`config.mk`:
```
export PLATFORM = sky130hd
export DESIGN_NAME = mem_port_arbiter
export DESIGN_NICKNAME = d
export VERILOG_FILES = /design/src/rtl/mem_port_arbiter.sv
export SDC_FILE = /design/constraint.sdc
export NUM_CORES = 1
export LEC_CHECK = 0
export CORE_MARGIN = 10
export CORE_UTILIZATION = 36
export DETAILED_ROUTE_END_ITERATION = 16
export PLACE_DENSITY = 0.91
export SETUP_SLACK_MARGIN = 0.02
export SYNTH_ARGS = -nofsm -noshare
export SYNTH_HDL_FRONTEND = slang
export SYNTH_SLANG_ARGS = --single-unit
```
`constraint.sdc`:
```
create_clock -name clk -period 2.6 [get_ports clk]
set_clock_uncertainty 0.05 [all_clocks]
set_input_delay 0.26 -clock clk [delete_from_list [all_inputs] [get_ports clk]]
set_output_delay 0.26 -clock clk [all_outputs]
set_load 0.1 [all_outputs]
```
`src/rtl/mem_port_arbiter.sv`:
```
// Round-robin arbiter sharing one memory port between instruction fetch (I) and load/store (D).
// One transaction in flight at a time; a watchdog aborts a response that never arrives.
module mem_port_arbiter #(
    parameter int unsigned ADDR_W  = 32,
    parameter int unsigned DATA_W  = 32,
    parameter int unsigned TIMEOUT = 255
) (
    input  logic                  clk,
    input  logic                  rst,
    input  logic                  i_req,
    input  logic [ADDR_W-1:0]     i_addr,
    output logic                  i_gnt,
    output logic                  i_rvalid,
    output logic [DATA_W-1:0]     i_rdata,
    input  logic                  d_req,
    input  logic                  d_we,
    input  logic [ADDR_W-1:0]     d_addr,
    input  logic [DATA_W-1:0]     d_wdata,
    input  logic [DATA_W/8-1:0]   d_be,
    output logic                  d_gnt,
    output logic                  d_rvalid,
    output logic [DATA_W-1:0]     d_rdata,
    output logic                  m_req,
    output logic                  m_we,
    output logic [ADDR_W-1:0]     m_addr,
    output logic [DATA_W-1:0]     m_wdata,
    output logic [DATA_W/8-1:0]   m_be,
    input  logic                  m_gnt,
    input  logic                  m_rvalid,
    input  logic [DATA_W-1:0]     m_rdata,
    output logic                  timeout
);
    localparam logic [15:0] TIMEOUT_CNT = 16'(TIMEOUT);

    typedef enum logic [1:0] {S_IDLE, S_REQ, S_WAIT} state_e;
    typedef enum logic {SRC_I, SRC_D} src_e;

    state_e                state_q, state_d;
    src_e                  owner_q, owner_d;
    src_e                  last_q, last_d;
    logic                  m_req_q, m_req_d;
    logic                  we_q, we_d;
    logic [ADDR_W-1:0]     addr_q, addr_d;
    logic [DATA_W-1:0]     wdata_q, wdata_d;
    logic [DATA_W/8-1:0]   be_q, be_d;
    logic [15:0]           cnt_q, cnt_d;

    logic sel_i, sel_d, rsp, abort;

    // On contention the requester that did not win last time is selected.
    assign sel_i = i_req && (!d_req || last_q == SRC_D);
    assign sel_d = d_req && (!i_req || last_q == SRC_I);

    always_comb begin
        state_d = state_q;
        owner_d = owner_q;
        last_d  = last_q;
        m_req_d = m_req_q;
        we_d    = we_q;
        addr_d  = addr_q;
        wdata_d = wdata_q;
        be_d    = be_q;
        cnt_d   = cnt_q;
        i_gnt   = 1'b0;
        d_gnt   = 1'b0;
        rsp     = 1'b0;
        abort   = 1'b0;
        if (!rst) begin
            unique case (state_q)
                S_IDLE: begin
                    i_gnt = sel_i;
                    d_gnt = sel_d;
                    if (sel_i) begin
                        owner_d = SRC_I;
                        last_d  = SRC_I;
                        addr_d  = i_addr;
                        we_d    = 1'b0;
                        wdata_d = '0;
                        be_d    = '1;
                        m_req_d = 1'b1;
                        state_d = S_REQ;
                    end else if (sel_d) begin
                        owner_d = SRC_D;
                        last_d  = SRC_D;
                        addr_d  = d_addr;
                        we_d    = d_we;
                        wdata_d = d_wdata;
                        be_d    = d_be;
                        m_req_d = 1'b1;
                        state_d = S_REQ;
                    end
                end
                S_REQ: begin
                    if (m_gnt) begin
                        m_req_d = 1'b0;
                        cnt_d   = '0;
                        state_d = S_WAIT;
                    end
                end
                S_WAIT: begin
                    // A response arriving in the watchdog's final cycle still wins.
                    if (m_rvalid) begin
                        rsp     = 1'b1;
                        state_d = S_IDLE;
                    end else if (TIMEOUT != 0 && cnt_q == TIMEOUT_CNT) begin
                        abort   = 1'b1;
                        state_d = S_IDLE;
                    end else begin
                        cnt_d = cnt_q + 16'd1;
                    end
                end
                default: state_d = S_IDLE;
            endcase
        end
    end

    always_ff @(posedge clk) begin
        if (rst) begin
            state_q <= S_IDLE;
            owner_q <= SRC_I;
            last_q  <= SRC_D;
            m_req_q <= 1'b0;
            we_q    <= 1'b0;
            addr_q  <= '0;
            wdata_q <= '0;
            be_q    <= '0;
            cnt_q   <= '0;
        end else begin
            state_q <= state_d;
            owner_q <= owner_d;
            last_q  <= last_d;
            m_req_q <= m_req_d;
            we_q    <= we_d;
            addr_q  <= addr_d;
            wdata_q <= wdata_d;
            be_q    <= be_d;
            cnt_q   <= cnt_d;
        end
    end

    assign m_req    = m_req_q;
    assign m_we     = we_q;
    assign m_addr   = addr_q;
    assign m_wdata  = wdata_q;
    assign m_be     = be_q;
    assign timeout  = abort;
    assign i_rvalid = (rsp || abort) && owner_q == SRC_I;
    assign d_rvalid = (rsp || abort) && owner_q == SRC_D;
    assign i_rdata  = (rsp && owner_q == SRC_I) ? m_rdata : '0;
    assign d_rdata  = (rsp && owner_q == SRC_D) ? m_rdata : '0;

endmodule

```
# Word-level counts from Yosys, hierarchy flattened
# Cells that the tools add are included.
# W data, S select, Z words.
# op_classes
muxes	36
bitwise	2
addsub	1
n_eq_ne	8
order_cmp	0
reduce_logical	19
shift	0
multipliers	0
div_mod_pow	0
# ops
operator	count
$mux W32	6
$mux W16	3
$pmux W16 S2	1
$mux W1	17
$add A16 B1 Y16 const B	1
$eq A16 B8 Y1 const B	1
$mux W2	5
$mux W4	2
$logic_and A1 B1 Y1	6
$ne A2 B2 Y1 const B	3
$ne A3 B3 Y1 const B	2
$pmux W2 S3	1
$reduce_and A3 Y1	2
$reduce_bool A2 Y1	3
$reduce_and A4 Y1	1
$logic_or A1 B1 Y1	3
$eq A2 B1 Y1 const B	1
$eq A2 B2 Y1 const B	1
$logic_not A1 Y1	2
$logic_not A2 Y1	1
$not A1 Y1	2
$pmux W1 S2	1
$reduce_and A2 Y1	1
# word_totals
memories	0
mem_bits_ro	0
ram_bits	0
out_inout_bits	139
wordCells	75
ff_bits	90
latchBits	0

# Depth between registers and ports, before layout
# Gate-level depths: netlist of run 1.
# logic_depth
ltp_word	7
depth_mapped	7

# Worst setup path after synthesis of run 1
# No wires, ideal clock.
# synth_timing
path_kind	reg2out
from	reg cnt_q[15]
to	out timeout
stages_incl_launch_ff	6
setup_slack_ns	-1.319
required_time_ns	2.290
arrival_ns	3.609
path_cell_list	dfxtp_1 or4_4 or4_1 buf_2 buf_6 nor3_1
# synth_via
elab_chain_cells	5
# synth_rtl
element	line_no	rtl
start: declaration	46	logic [15:0] cnt_q, cnt_d;
start signal: assignment	137	cnt_q <= cnt_d;
$eq A16 B8 Y1	105	end else if (TIMEOUT != 0 && cnt_q == TIMEOUT_CNT) begin
$mux W1	105	
$mux W1	102	if (m_rvalid) begin
$mux W1	69	unique case (state_q)
$mux W1	68	if (!rst) begin
end: declaration	31	output logic timeout
# No other way between the ends.

# Worst setup path after layout of run 1
# layout_timing
from	reg cnt_q[12]
to	out i_rvalid
# layout_via
elab_chain_cells	7
# layout_rtl
element	line_no	rtl
$eq A16 B8 Y1	105	
$mux W1	105	
$mux W1	102	
$mux W1	69	
$mux W1	68	
$logic_or A1 B1 Y1	147	assign i_rvalid = (rsp || abort) && owner_q == SRC_I;
$logic_and A1 B1 Y1	147	
end: declaration	13	output logic i_rvalid,
# No other way between the ends.

==> flow_summary.yaml, run 1 <==
routing:
  final_antenna_net_count: 0
  drc: 0
  drt_iter0_markers: 220
  wirelength_um: 17600
  dr.pass1.iters: 5
  routed_via_density: 5.16
  wire_per_inst_um: 20.2
  num_vias: 4476
clocking:
  clock_sinks: 90
  htree_levels: 3
  cts_inserted_buffers: 9
  cts_tree: "built"
  cts_buffer_depth: 2
  clk_pin_slew_worst_paths_ns: 0.07
  clkLatencyLatePin_ns: 0.33
  cts_hold_buf: 0
  clock-root-buffer: "clkbuf_16"
finish:
  layout_common_cells: "137 x clkdlybuf4s50_1, 90 x dfxtp_1, 80 x buf_4"
  finalNonFillerCells: 868
  finish.instance_area_mm2: 0.00793
  final_nets: 860
  layout_commonest_cell: "clkdlybuf4s50_1"
  area.growth.synth_to_final_pct: 92.2
  nFillCells: 778
  n_antenna_cell: 0
  drive_gt1_share_pct: 25.5
placement:
  portBuffers: 277
  finalWeightedCongestion: 0.893
  dpl.hpwl_um: 14500
  placed_area_mm2: 0.00761
  place_inst: 851
power:
  p_switching_w: 0.00163
  leakagePower_nw: 3.27
  clkPwrFrac_pct: 28.8
  p_int_w: 0.00267
  seqPwrFrac_pct: 36.0
  pwr-share-comb_pct: 35.2
  power.density_mw_per_mm2: 543
  switching_share_pct: 37.9
  peakVddDrop_mv: 0.495
timing:
  fin_crit_ns: 2.51
  maxSlewHeadroom_pct: 52.8
  setup_tns_ns: 0
  hold_violations: 0
  tightest_slew_ns: 0.706
  fmax_ghz: 0.398
  rsz0062_at_grt: "yes"
  setup_violations: 0
  finalMaxSlewViolations: 0
  hold_ws_ns: 0.144
  final.period_utilization_pct: 96.6
die:
  fp.dieArea_mm2: 0.0161
  start_util_pct: 36.5
  die_h_um: 127
  ios: 278
  die_w_um: 127
  core_area_mm2: 0.0113
  row_count: 39
logic_synthesis:
  synth_warnings: 0
  yosysSeqAreaShare_pct: 43.7
  syn_nets: 594
  synthArstFlopShare_pct: 0
  synth_flop_cell: "dfxtp_1"
  syn_avg_cell_area_um2: 9.09
  synth_xor_area_share_pct: 0
  synth_compound_area_share_pct: 19.9
  yosysUniqueCellTypes: 46
  synth_top_family_by_area: "simple AND/OR/NAND/NOR gates"
  synth_mux_area_share_pct: 8.00
  synth-seq-cells: 90
  syn-instance-count: 454
  synth_area_leaders: "dfxtp_1 44%, and2_1 9.7%, mux2i_1 8.0%, a22o_1 7.0%, a211oi_1 5.8%"
  synth-edff-count: 0
  synth.cell_area_mm2: 0.00413
  synthSimpleGateAreaFrac_pct: 24.3
  synth_area_leader_cell: "dfxtp_1"
  synthAdderAreaFrac_pct: 0.303
  yosysTopAreaCellShare_pct: 43.7
grt:
  top_usage_layer: "met2"
  grt-ovfl-total: 0
  grt_max_degree: 69
  grt_util_met1_pct: 21.0
  grt_pass1_wl_um: 26800
  grtUsageTotal_pct: 20.6
  grtUsageMet3_pct: 5.58
  grt_pass1_vias: 4730
  met2_usage_pct: 39.9
  antenna_found_initial: 0
setup_path:
  critPathLaunchType: "register"
  end_kind: "primary output"
  crit_fanout: 5
  crit_type: "register to primary output"
  crit_arrival_ns: 2.20
  critPathRequiredTime_ns: 2.29
worst_hold_path:
  hold_path_class: "input pin to register"
run_status:
  status: "finished, final reports clean"
flow_run:
  maxCapViolCount: 0
layout make-up:
cell class | instances | area [um^2] | share of cell area (%)
timing repair buffer | 289 | 3400 | 42.8
tap | 143 | 179 | 2.26
multi-input combinational | 325 | 2240 | 28.3
clock buffer | 13 | 270 | 3.41
inverter | 5 | 18.8 | 0.237
clock inverter | 3 | 22.5 | 0.284
sequential | 90 | 1800 | 22.7
cell families after synthesis:
kind of cell    Yosys count
simple gates            184
compound gates          107
flops                    90
buf+inv                  39
mux                      33
fa+ha+maj                 1
final timing paths:
path | slack, ns | startpoint | depth (start not counted) | endpoint
max | 0.09 | cnt_q[12] | 5 | i_rvalid
min | 0.14 | rst | 2 | cnt_q[12]
max reg2reg | 0.36 | cnt_q[0] | 6 | cnt_q[1]
min reg2reg | 0.42 | m_req | 2 | m_req
power by group through the flow:
stage / Combinational, W / Clock (W) / Sequential [W]
final: 0.00151 / 0.00124 / 0.00155
after global routing: 0.00157 / 0.00132 / 0.00156
after CTS: 0.00152 / 0.00125 / 0.00155
after detailed placement: 0.00152 / 0 / 0.00158
after global placement: 0.00150 / 0 / 0.00157
after floorplan: 0.000313 / 0 / 0.00227
flip-flops by register name (all words and copies together), names as in the netlist:
register / count
m_we: 1
cnt_q: 16
state_q: 2
m_addr: 32
m_wdata: 32
owner_q: 1
last_q: 1
m_req: 1
m_be: 4
critical path, stage by stage, from the launching register on:
cell and delay (ns):
dfxtp_1 0.36, or4_4 0.55, nor4_4 0.42, nor2_1 0.16, nor3_4 0.17, buf_12 0.20
synthesized netlist by cell type, types with 3 or more instances:
library cell and instances:
nor2b_1 4, nor3_1 9, buf_1 3, clkbuf_1 26, o21ai_0 4, o211ai_1 9
nand3_1 9, nand4b_1 3, mux2i_1 33, nor2_1 54, a22o_1 33, or4_1 4
inv_1 5, a31oi_1 10, a211oi_1 32, buf_2 4, dfxtp_1 90, a21oi_1 6
and2_1 64, nand4_1 6, nand2_1 13
metal layers:
layer / up-vias / wire length [um]
met1: 2094 / 6240
met5: - / 0
li1: 2183 / -
met4: 0 / 328
met3: 22 / 1060
met2: 177 / 9940
stage by stage:
stage          setup slack [ns]  power (W)  util [%]
2_1_floorplan           -0.0308    0.00258         -
3_3_place_gp              0.449    0.00307      67.3
3_5_place_dp              0.373    0.00310      67.3
4_1_cts                  0.0201    0.00433      69.9
5_1_grt                  0.0175    0.00446      70.1
6_report                 0.0896    0.00430      70.1
repair_timing:
item                       in CTS  in global routing
buffers inserted                0                  1
setup endpoints to repair       2                 36
pin swaps                       0                  1
resized for setup               1                  2
Note: power is estimated with default switching activity, not from simulation.
==> inputs of run 2 (changes only) <==
--- a/config.mk
+++ b/config.mk
@@ -9,7 +9,7 @@
 export CORE_UTILIZATION = 36
 export DETAILED_ROUTE_END_ITERATION = 16
 export PLACE_DENSITY = 0.91
-export SETUP_SLACK_MARGIN = 0.02
+export SETUP_SLACK_MARGIN = 0.5
 export SYNTH_ARGS = -nofsm -noshare
 export SYNTH_HDL_FRONTEND = slang
 export SYNTH_SLANG_ARGS = --single-unit
==> flow_summary.yaml, run 2 (same netlist as run 1, synthesis figures left out) <==
run_status:
  status: "finished, final reports clean"
setup_path:
  critPathRequiredTime_ns: 2.29
  rr_startpoint: "cnt_q[12]"
  slowest_stage: "or4_4"
  critPathLaunchType: "register"
  worstSetupStartpoint: "cnt_q[12]"
  cp_common_cell: "or4_4"
  crit_chain: "or4_4 > or4_4 > nor3_4 > buf_12"
  crit_type: "register to primary output"
  critPathBufInv: 1
  cp_top_family: "simple AND/OR/NAND/NOR gates"
  crit_arrival_ns: 2.15
  end_kind: "primary output"
  max_stage_delay_ns: 0.57
  crit_fanout: 3
routing:
  final_antenna_net_count: 0
  num_vias: 4533
  wirelength_um: 18900
  routed_via_density: 5.19
  drc: 0
  wire_per_inst_um: 21.7
  drt_iter0_markers: 323
  dr.pass1.iters: 4
clocking:
  clkLatencyLatePin_ns: 0.34
  clock-root-buffer: "clkbuf_16"
  clock_sinks: 90
  cts_buffer_depth: 2
  cts_tree: "built"
  htree_levels: 3
  cts_hold_buf: 0
  clk_pin_slew_worst_paths_ns: 0.07
  cts_inserted_buffers: 9
placement:
  place_inst: 853
  dpl.hpwl_um: 15300
  pre_cts_ws_ns: 0.344
  finalWeightedCongestion: 0.867
  portBuffers: 277
power:
  switching_share_pct: 38.2
  p_int_w: 0.00272
  pwr-share-comb_pct: 34.8
  clkPwrFrac_pct: 29.9
  leakagePower_nw: 3.39
  power.density_mw_per_mm2: 540
  p_switching_w: 0.00168
  peakVddDrop_mv: 0.442
  seqPwrFrac_pct: 35.3
timing:
  worst_slack_ns: 0.136
  fmax_ghz: 0.406
  finalMaxSlewViolations: 0
  final.period_utilization_pct: 94.8
  maxSlewHeadroom_pct: 61.7
  fin_crit_ns: 2.46
  tightest_slew_ns: 0.575
  setup_violations: 0
  hold_violations: 0
  rsz0062_at_grt: "yes"
  hold_ws_ns: 0.400
finish:
  nFillCells: 753
  drive_gt1_share_pct: 35.8
  layout_commonest_cell: "clkdlybuf4s50_1"
  area.growth.synth_to_final_pct: 97.6
  finalNonFillerCells: 873
  layout_common_cells: "137 x clkdlybuf4s50_1, 84 x dfxtp_1, 82 x buf_4"
  final_nets: 864
grt:
  grtUsageTotal_pct: 21.7
  grt_max_degree: 69
  grt_pass1_wl_um: 27800
  antenna_found_initial: 0
  grt_pass1_vias: 4713
  grt-ovfl-total: 0
die:
  die_w_um: 127
  start_util_pct: 36.5
  die_h_um: 127
  fp.dieArea_mm2: 0.0161
  ios: 278
  core_area_mm2: 0.0113
  row_count: 39
flow_run:
  maxCapViolCount: 0
worst_hold_path:
  hold_path_class: "input pin to register"
  hp-start: "rst"
run 2: routing by layer:
| metal | share of wire [%] | GRT usage, % |
|---|---|---|
| met5 | 0 | 0 |
| met4 | 2.5 | 6.83 |
| met3 | 7.8 | 6.99 |
| met2 | 55 | 40.6 |
| met1 | 34 | 22.3 |
run 2: power by group through the flow:
stage | Sequential (W) | Combinational [W] | Clock (W)
final | 0.00155 | 0.00153 | 0.00132
after global routing | 0.00156 | 0.00159 | 0.00138
after CTS | 0.00155 | 0.00154 | 0.00134
after detailed placement | 0.00158 | 0.00153 | 0
after global placement | 0.00157 | 0.00150 | 0
after floorplan | 0.00227 | 0.000317 | 0
run 2: per-stage QoR:
step	utilization (%)	TNS (ns)	power [W]	area (um^2)
finish	72.0	0	0.00440	8150
floorplan	-	-0.0308	0.00259	4290
global route	72.0	0	0.00453	8150
detailed placement	68.5	0	0.00311	7750
global placement	68.5	0	0.00307	7750
CTS	71.5	0	0.00443	8100
run 2: worst paths after layout:
| check | cells past startpoint | end | slack (ns) |
|---|---|---|---|
| setup / recovery | 4 | timeout | 0.14 |
| setup reg to reg | 5 | cnt_q[7] | 0.42 |
| hold / removal | 5 | cnt_q[9] | 0.40 |
| hold reg to reg | 1 | m_wdata[11] | 0.43 |
run 2: timing repair:
item	CTS	global route
endpoints found under the setup margin	75	81
pin swaps	1	2
setup buffers	1	2
gates resized for setup	8	13
run 2: final cells by class:
class | count | area [um^2] | area share (%)
tap | 143 | 179 | 2.19
timing repair buffer | 293 | 3450 | 42.4
inverter | 5 | 18.8 | 0.230
multi-input combinational | 325 | 2380 | 29.2
antenna | 1 | 2.50 | 0.0307
clock buffer | 10 | 239 | 2.93
sequential | 90 | 1810 | 22.2
clock inverter | 6 | 65.1 | 0.798
run 2: worst register-to-register path, stage by stage (launching register included):
cell	delay (ns)
dfxtp_4	0.35
or4_4	0.53
or4_4	0.57
buf_4	0.22
a41oi_2	0.13
a21bo_1	0.22
